--- config.mk ---
export PLATFORM = sky130hd
export DESIGN_NAME = mux_pipe_flat
export DESIGN_NICKNAME = d
export VERILOG_FILES = /design/src/rtl/mux_pipe_if.sv /design/src/rtl/mux_pipe.sv /design/src/flat_wrapper.sv
export SDC_FILE = /design/constraint.sdc
export NUM_CORES = 1
export LEC_CHECK = 0
export BUFFER_PORTS_ARGS = -buffer_cell sky130_fd_sc_hd__buf_4
export CORE_ASPECT_RATIO = 0.9
export CORE_UTILIZATION = 42
export CTS_CLUSTER_DIAMETER = 80
export CTS_CLUSTER_SIZE = 20
export DETAILED_ROUTE_END_ITERATION = 7
export HOLD_SLACK_MARGIN = 0.03
export PLACE_DENSITY_LB_ADDON = 0.15
export SYNTH_ARGS = -nofsm -noshare
export SYNTH_HDL_FRONTEND = slang
export SYNTH_SLANG_ARGS = --single-unit
--- constraint.sdc ---
create_clock -name clk -period 2.6 [get_ports clk]
set_clock_uncertainty 0.05 [all_clocks]
set_input_delay 0.52 -clock clk [delete_from_list [all_inputs] [get_ports clk]]
set_output_delay 0.52 -clock clk [all_outputs]
set_load 0.01 [all_outputs]
--- src/rtl/mux_pipe_if.sv ---
// rtl/mux_pipe_if.sv - channel, select and output handshake bundle for mux_pipe
interface mux_pipe_if #(
    parameter int WIDTH = 8,
    parameter int NCH   = 3,
    parameter int SELW  = 2
);
    logic [NCH*WIDTH-1:0] in_data;
    logic [NCH-1:0]       in_valid;
    logic [NCH-1:0]       in_ready;
    logic [SELW-1:0]      sel;
    logic                 sel_load;
    logic [SELW-1:0]      sel_q;
    logic [WIDTH-1:0]     out;
    logic                 out_valid;
    logic                 out_ready;
    logic                 err;

    modport master (
        output in_data, in_valid, sel, sel_load, out_ready,
        input  in_ready, sel_q, out, out_valid, err
    );

    modport slave (
        input  in_data, in_valid, sel, sel_load, out_ready,
        output in_ready, sel_q, out, out_valid, err
    );
endinterface

--- src/rtl/mux_pipe.sv ---
// rtl/mux_pipe.sv - registered N:1 word mux with latched select and valid/ready output
module mux_pipe #(
    parameter int WIDTH = 8,
    parameter int NCH   = 3,
    parameter int SELW  = 2
) (
    input  logic        clk,
    input  logic        reset,
    mux_pipe_if.slave   bus
);
    localparam logic [SELW:0] MAX_SEL = (SELW+1)'(NCH);

    logic [SELW-1:0]  r_sel_q;
    logic [WIDTH-1:0] r_out;
    logic             r_out_valid;
    logic             r_err;

    logic             w_free;
    logic             w_sel_valid;
    logic [WIDTH-1:0] w_sel_data;
    logic [NCH-1:0]   w_in_ready;
    logic             w_sel_illegal;

    assign w_free        = ~r_out_valid | bus.out_ready;
    assign w_sel_illegal = {1'b0, bus.sel} > MAX_SEL;

    // Code 0 and codes above NCH match no channel, so the word/valid stay 0.
    always_comb begin
        w_sel_valid = 1'b0;
        w_sel_data  = '0;
        w_in_ready  = '0;
        for (int k = 0; k < NCH; k++) begin
            if (r_sel_q == SELW'(k + 1)) begin
                w_sel_valid   = bus.in_valid[k];
                w_sel_data    = bus.in_data[k*WIDTH +: WIDTH];
                w_in_ready[k] = w_free;
            end
        end
    end

    always_ff @(posedge clk) begin
        if (reset) begin
            r_sel_q     <= '0;
            r_out       <= '0;
            r_out_valid <= 1'b0;
            r_err       <= 1'b0;
        end else begin
            r_err <= 1'b0;
            if (bus.sel_load) begin
                if (w_sel_illegal) begin
                    r_sel_q <= '0;
                    r_err   <= 1'b1;
                end else begin
                    r_sel_q <= bus.sel;
                end
            end
            // A stalled word holds regardless of any select change.
            if (w_free) begin
                if (w_sel_valid) begin
                    r_out       <= w_sel_data;
                    r_out_valid <= 1'b1;
                end else begin
                    r_out       <= '0;
                    r_out_valid <= 1'b0;
                end
            end
        end
    end

    assign bus.in_ready  = w_in_ready;
    assign bus.sel_q     = r_sel_q;
    assign bus.out       = r_out;
    assign bus.out_valid = r_out_valid;
    assign bus.err       = r_err;
endmodule

--- src/flat_wrapper.sv ---
// flat-port wrapper written by rule: the top's interface ports become plain ports
module mux_pipe_flat 
#(
    parameter int WIDTH = 8,
    parameter int NCH   = 3,
    parameter int SELW  = 2
)
  (clk, reset, bus_in_data, bus_in_valid, bus_sel, bus_sel_load, bus_out_ready, bus_in_ready, bus_sel_q, bus_out, bus_out_valid, bus_err);
  mux_pipe_if #(.WIDTH(WIDTH), .NCH(NCH), .SELW(SELW)) bus_i ();
  input  logic clk;
  input  logic reset;
  input wire logic [$bits(bus_i.in_data)-1:0] bus_in_data;
  input wire logic [$bits(bus_i.in_valid)-1:0] bus_in_valid;
  input wire logic [$bits(bus_i.sel)-1:0] bus_sel;
  input wire logic [$bits(bus_i.sel_load)-1:0] bus_sel_load;
  input wire logic [$bits(bus_i.out_ready)-1:0] bus_out_ready;
  output wire logic [$bits(bus_i.in_ready)-1:0] bus_in_ready;
  output wire logic [$bits(bus_i.sel_q)-1:0] bus_sel_q;
  output wire logic [$bits(bus_i.out)-1:0] bus_out;
  output wire logic [$bits(bus_i.out_valid)-1:0] bus_out_valid;
  output wire logic [$bits(bus_i.err)-1:0] bus_err;
  assign bus_i.in_data = bus_in_data;
  assign bus_i.in_valid = bus_in_valid;
  assign bus_i.sel = bus_sel;
  assign bus_i.sel_load = bus_sel_load;
  assign bus_i.out_ready = bus_out_ready;
  assign bus_in_ready = bus_i.in_ready;
  assign bus_sel_q = bus_i.sel_q;
  assign bus_out = bus_i.out;
  assign bus_out_valid = bus_i.out_valid;
  assign bus_err = bus_i.err;
  mux_pipe #(.WIDTH(WIDTH), .NCH(NCH), .SELW(SELW)) u_core (.clk(clk), .reset(reset), .bus(bus_i));
endmodule
# Word-level counts from Yosys, hierarchy flattened
# Index checks and enable logic that the tools add are counted.
classes:
  eq_ne: 3
  bitwise: 2
  n_mux: 11
ops:
  columns: ["op", "count"]
  rows:
  - ["8-bit 2-to-1 mux", 4]
  - ["1-bit 2-to-1 mux", 7]
  - ["2-bit == test, second input constant", 2]
  - ["2-bit by 1-bit == test with 1-bit output, second input constant", 1]
  - ["1-bit NOT", 1]
  - ["1-bit OR", 1]
word_totals:
  output_inout_bits: 15
  regBits: 11
  word_cells: 19
  in_bits: 33

# Depth between registers and ports, before layout
# Gate-level depths: netlist (run 1).
logic_depth:
  word_depth: 5
  ltp_mapped: 4
  depth_no_buf: 3

# Worst setup path after synthesis (run 1)
# OpenSTA, ideal clock, no wires.
synth_timing:
  kind: "register to output"
  start: "reg u_core.r_sel_q[1], in the netlist u_core.bus.sel_q[1]"
  end: "out bus_in_ready[1]"
  t_required_ns: 2.030
  path_slack_ns: 1.123
  n_path_buf: 1
  path_stages_with_launch: 4
  t_arrival_ns: 0.907
  cell_sequence: "dfxtp_1 -> buf_2 -> nand2_1 -> nor2_1"
synth_via:
  elab_chain_cells: 2
synth_lines:
  columns: ["element", "line_no", "source"]
  rows:
  - ["start, declared", "mux_pipe.sv:13", "logic [SELW-1:0] r_sel_q;"]
  - ["start signal, assigned", "mux_pipe.sv:54", "r_sel_q <= bus.sel;"]
  - ["2-bit == test", "mux_pipe.sv:33", "if (r_sel_q == SELW'(k + 1)) begin"]
  - ["1-bit 2-to-1 mux", "mux_pipe.sv:33", null]
  - ["end, declared", "flat_wrapper.sv:17", "output wire logic [$bits(bus_i.in_ready)-1:0] bus_in_ready;"]
# No other way between the ends.

# Final worst setup path (run 1)
layout_timing:
  start: "reg u_core.r_sel_q[0], in the netlist u_core.bus.sel_q[0]"
  end: "out bus_in_ready[0]"
layout_via:
  elab_chain_cells: 2
layout_lines:
  columns: ["element", "line_no"]
  rows:
  - ["2-bit by 1-bit == test with 1-bit output", "mux_pipe.sv:33"]
  - ["1-bit 2-to-1 mux", "mux_pipe.sv:33"]
# No other way between the ends.

==> results of run 1 <==
stage by stage:
stage	total power, uW	cells	hold slack [ns]	utilization (%)	cell area [um2]
CTS	402	126	0.431	69.9	1010
floorplan	232	66	0.458	-	649
global placement	282	122	0.422	68.1	986
finish	401	126	0.434	69.9	1010
global route	419	126	0.443	69.9	1010
detailed placement	283	122	0.436	68.1	986
worst min-delay path: cells and delay by family:
| family | cells | cell delay [ns] |
|---|---|---|
| buf+inv | 1 | 0.08 |
| simple gates | 1 | 0.07 |
| mux | 1 | 0.06 |
synthesized netlist by cell type, drive strengths merged:
cell type  instances  area [um2]
clkbuf             1        3.75
nand2b             2        12.5
a22oi              9        81.3
conb               1        3.75
nand3b             8        60.1
o31ai              8        60.1
mux2               9         101
and2               1        6.26
nand2              1        3.75
nor2b              2        15.0
dfxtp             11         220
a21oi              1        5.00
and3               1        6.26
nor2               3        11.3
mux2i              2        20.0
buf                6        38.8
power breakdown:
group          internal (uW)  total, uW  switching (uW)
registers                173        175            2.34
clock network           59.4        123            63.1
logic                   63.1        104            40.8
total                    295        401             106
cell type report:
type,instances,area (um2)
flip-flops and latches,11,220
multi-input cells,48,387
fillers,128,435
well taps,15,18.8
repair buffers,48,360
clock buffers,4,26.3
cells in the final DEF (no fill, tap or decap):
cell type and count:
nand2_1 1, buf_4 48, dfxtp_1 11, clkbuf_4 3, a21oi_1 1, a22oi_4 1, nor2b_2 1, mux2i_1 2
a22oi_1 8, nand3b_1 8, and3_1 1, nor2b_1 1, clkbuf_1 1, o31ai_1 8, mux2_2 9, nand2b_1 2
and2_1 1, nor2_1 3, conb_1 1
routing by layer:
layer	wire length [um]	up-vias	part of all wire [%]
li1	-	333	-
met1	697	301	41
met2	873	33	51
met3	138	2	8.0
met4	10	0	0.58
met5	0	-	0
cells by family after synthesis:
kind of cell / count (synthesis)
simple gates: 18
buf+inv: 7
compound gates: 18
mux: 11
other cells: 1
flops: 11
state kept, by name, indices dropped and copies added, names as in the netlist:
register,cells
u_core.bus.out_valid,1
u_core.bus.out,8
u_core.bus.sel_q,2
worst max path at each step:
| stage | slack (ns) | end | cells after the start |
|---|---|---|---|
| after floorplan | 1.12 | bus_in_ready[1] | 3 |
| after global placement | 0.89 | bus_in_ready[2] | 4 |
| after detailed placement | 0.89 | bus_in_ready[2] | 4 |
| after CTS | 0.66 | bus_in_ready[0] | 3 |
| after global routing | 0.59 | bus_in_ready[0] | 3 |
| final | 0.68 | bus_in_ready[0] | 3 |
==> results.cfg, run 1 <==
[floorplanning]
die_y_um = 39.3
dieArea_mm2 = 0.00171
dieWidth_um = 43.4
num_io_pins = 48
core_mm2 = 0.00145
start_util_pct = 44.9
std_cell_rows = 13

[synthesis]
yosys-mux-area-fraction_pct = 18.7
synth_top_family_by_area = compound AO/OA/AOI/OAI gates
synthXorXnorAreaFrac_pct = 0
synthSimpleGateAreaFrac_pct = 17.7
syn_area_um2 = 649
yosysSeqAreaShare_pct = 33.9
synth_compound_area_share_pct = 22.5
ys_ff_latch = 11
synth_cell_types = 21
synth_fp_nets = 99
synth_adder_area_share_pct = 0
avgSynthCellArea_um2 = 9.84
ys_warn_count = 0
synth_cells = 66

[clock_network]
post_cts_buffers = 0
htree_num_levels = 1
cts_tree = built
cts.repair.resized = 0
clockRootBuffer = clkbuf_4
path_clk_slew_ns = 0.08
cts_buffer_depth = 2
ctsHoldBuffers = 0
clkLatencyLatePin_ns = 0.27
cts.sinks = 11
cts_made_buffers = 3

[final_layout]
diodes = 0
drive_gt1_share_pct = 55.9
nets = 145
area_delta_synth_final_pct = 55.9

[setup_path]
cp_num_buf_inv = 1
slowest_stage = nor2b_2
crit_type = reg -> out
r2r-start = u_core.bus.sel_q[0]$_SDFFE_PP0P_
cp-end-kind = primary output
worstPathArrival_ns = 1.35
path_cells = nor2b_2 -> and2_1 -> buf_4
cpLargestDelayFamily = simple AND/OR/NAND/NOR gates
crit_start = u_core.bus.sel_q[0]$_SDFFE_PP0P_
crit_fanout = 10
reg2regPathDepth = 4
slowest_delay_ns = 0.43
reg2reg_setup_slack_ns = 1.13
worstSetupStartpointType = flip-flop
reg2reg_to = u_core.bus.out[5]$_SDFFE_PP0N_
worst_ep_required_time_ns = 2.03

[placement]
hpwl_mm = 1.26
io_buffers = 46
place_worst_setup_slack_ns = 0.885
gp_congestion = 0.725

[grt]
grt-ovfl-total = 0
grt_pass1_wl_mm = 2.66
use_met1_pct = 22.2
grt_use_met3_pct = 5.99
grt_max_degree = 14
grt_use_total_pct = 22.2
grt_pass1_vias = 651
met2_usage_pct = 42.8
grt-busiest-layer = met2
antenna_found_initial = 0

[pwr]
peakVddDrop_uv = 226
power_density_mw_per_mm2 = 397
leakage_uw = 0.000472

[detailed_routing]
vias = 669
wl_per_cell_um = 13.6
wl_mm = 1.72
ant_nets = 0
dr.pass1.iters = 7
drc_errors = 6
vias_per_cell = 5.31
first_iter_violations = 19

[run_status]
violations = design-rule violations
status = finished, violations left

[sta]
worstMarginPinSlew_ns = 0.537
final_hold_viol_count = 0
layout_setup_ws_ns = 0.685
max_freq_ghz = 0.522
slew_headroom_pct = 64.1
rsz0062_at_grt = no
setup_viol = 0
fin_crit_ns = 1.92
maxSlewViolCount = 0
tns_ns = 0
fin_crit_sh_pct = 73.7

[run]
drv_cap = 0

[worst_hold_path]
min_path_type = in -> reg
worstHoldStart = bus_sel[0]
worstHoldPathCells = 3
holdPathEnd = u_core.bus.sel_q[0]$_SDFFE_PP0P_
Power figures use the tool's default switching activity.
==> inputs of run 2 (changes only) <==
Settings changed: CORE_UTILIZATION 42 to 39.
Clock period 2.6 ns to 1.85 ns, I/O delays scaled along.
==> run 2 against run 1 <==
Flip-flop and latch count unchanged. Clock power up 40%. Non-clock buffer count up 1. Wire length up 9.9%. Hold slack worse by 0.15 ns. Sequential share of layout area down 0.34 points. Combinational power up 42%. Die area up 7.3%. Sequential power up 42%. The run now ends clean. Global-route usage up 0.28 points. Final cell count up 6.3%. Total power up 41%.
==> results.cfg, run 2 (same netlist as run 1, synthesis figures left out) <==
[run_status]
status = completed

[sta]
layout_setup_ws_ns = 0.107
fin_crit_sh_pct = 94.2
setup_viol = 0
maxSlewViolCount = 0
slew_headroom_pct = 59.6
fin_crit_ns = 1.74
worstMarginPinSlew_ns = 0.604
tns_ns = 0
max_freq_ghz = 0.574
final_hold_viol_count = 0
rsz0062_at_grt = no

[grt]
grt-ovfl-total = 0
grt_max_degree = 13
grt_pass1_wl_mm = 2.80
antenna_found_initial = 0
grt_pass1_vias = 677
grt_use_total_pct = 22.5

[clock_network]
cts.sinks = 11
clockRootBuffer = clkbuf_4
htree_num_levels = 1
cts.repair.resized = 0
ctsHoldBuffers = 0
cts_buffer_depth = 2
cts_made_buffers = 3
post_cts_buffers = 0
clkLatencyLatePin_ns = 0.27
path_clk_slew_ns = 0.08
cts_tree = built

[worst_hold_path]
worstHoldPathCells = 3
min_path_type = in -> reg
worstHoldStart = bus_sel[0]

[detailed_routing]
wl_per_cell_um = 14.1
drc_errors = 0
wl_mm = 1.89
dr.pass1.iters = 4
vias = 702
top_layer_used = met3
ant_nets = 0
wl_met3_um = 112
first_iter_violations = 11
vias_per_cell = 5.24
wl_met2_mm = 1.05
m1WireLength_um = 728

[final_layout]
area_delta_synth_final_pct = 58.4
nets = 146
seq_area_um2 = 220
largest_register_ffs = 8
diodes = 0
fill_cells = 139
drive_gt1_share_pct = 56.3
mostFrequentLayoutCell = buf_4
final_cell_mix = 49 x buf_4, 11 x dfxtp_1, 9 x mux2_2
multiInputGateArea_um2 = 387
final_cells = 134

[placement]
numPlacedInstances = 130
io_buffers = 46
place_worst_setup_slack_ns = 0.410
gp_congestion = 0.750
hpwl_mm = 1.39

[floorplanning]
std_cell_rows = 13
dieWidth_um = 45.0
core_mm2 = 0.00150
num_io_pins = 48
start_util_pct = 43.4
dieArea_mm2 = 0.00183
die_y_um = 40.7

[setup_path]
reg2regPathDepth = 4
crit_fanout = 6
worstPathArrival_ns = 1.32
worstSetupStartpointType = flip-flop
crit_type = reg -> out
r2r-start = u_core.bus.sel_q[0]$_SDFFE_PP0P_
crit_start = u_core.bus.sel_q[0]$_SDFFE_PP0P_
cp-end-kind = primary output
worst_ep_required_time_ns = 1.43

[pwr]
power_density_mw_per_mm2 = 552
power_uw = 568
leakage_uw = 0.000477
peakVddDrop_uv = 394

[run]
drv_cap = 0
## run 2: cell types whose count changed in the layout (fill, tap and decap cells not counted)
cell / previous run / this run
buf_4: 48 / 49
## run 2: power by group
| part | total [uW] | switching [uW] | internal [uW] |
|---|---|---|---|
| combinational | 148 | 57.6 | 90.2 |
| sequential | 248 | 5.84 | 243 |
| clock | 172 | 88.2 | 83.5 |
| total | 568 | 152 | 416 |
## run 2: worst max-delay path, cell delays in order, from the launching register on
cell and delay [ns]:
dfxtp_1 0.43, nor2b_2 0.34, and2_1 0.17, buf_4 0.11
## run 2: final timing paths
check             slack [ns]                                to
setup / recovery        0.11                   bus_in_ready[0]
hold / removal          0.28  u_core.bus.sel_q[0]$_SDFFE_PP0P_
setup reg to reg        0.45    u_core.bus.out[5]$_SDFFE_PP0N_
hold reg to reg         0.44    u_core.bus.out[6]$_SDFFE_PP0N_
## run 2: area by class of cell
cell class | instances | share of cell area (%)
clock buffers | 4 | 2.55
multi-input cells | 48 | 37.6
flip-flops and latches | 11 | 21.4
well taps | 22 | 2.68
repair buffers | 49 | 35.8
## run 2: routing by layer
metal | GRT usage (%) | up-vias
met5 | 0 | -
li1 | - | 339
met2 | 45.7 | 29
met4 | 13.6 | 0
met1 | 21.4 | 334
met3 | 4.41 | 0
## run 2: per-stage QoR
step                hold slack [ns]  instance area, um2  utilization [%]
floorplan                     0.458                 649                -
global placement              0.423                1000             67.0
detailed placement            0.427                1000             67.0
CTS                           0.279                1030             68.7
global route                  0.285                1030             68.7
finish                        0.283                1030             68.7
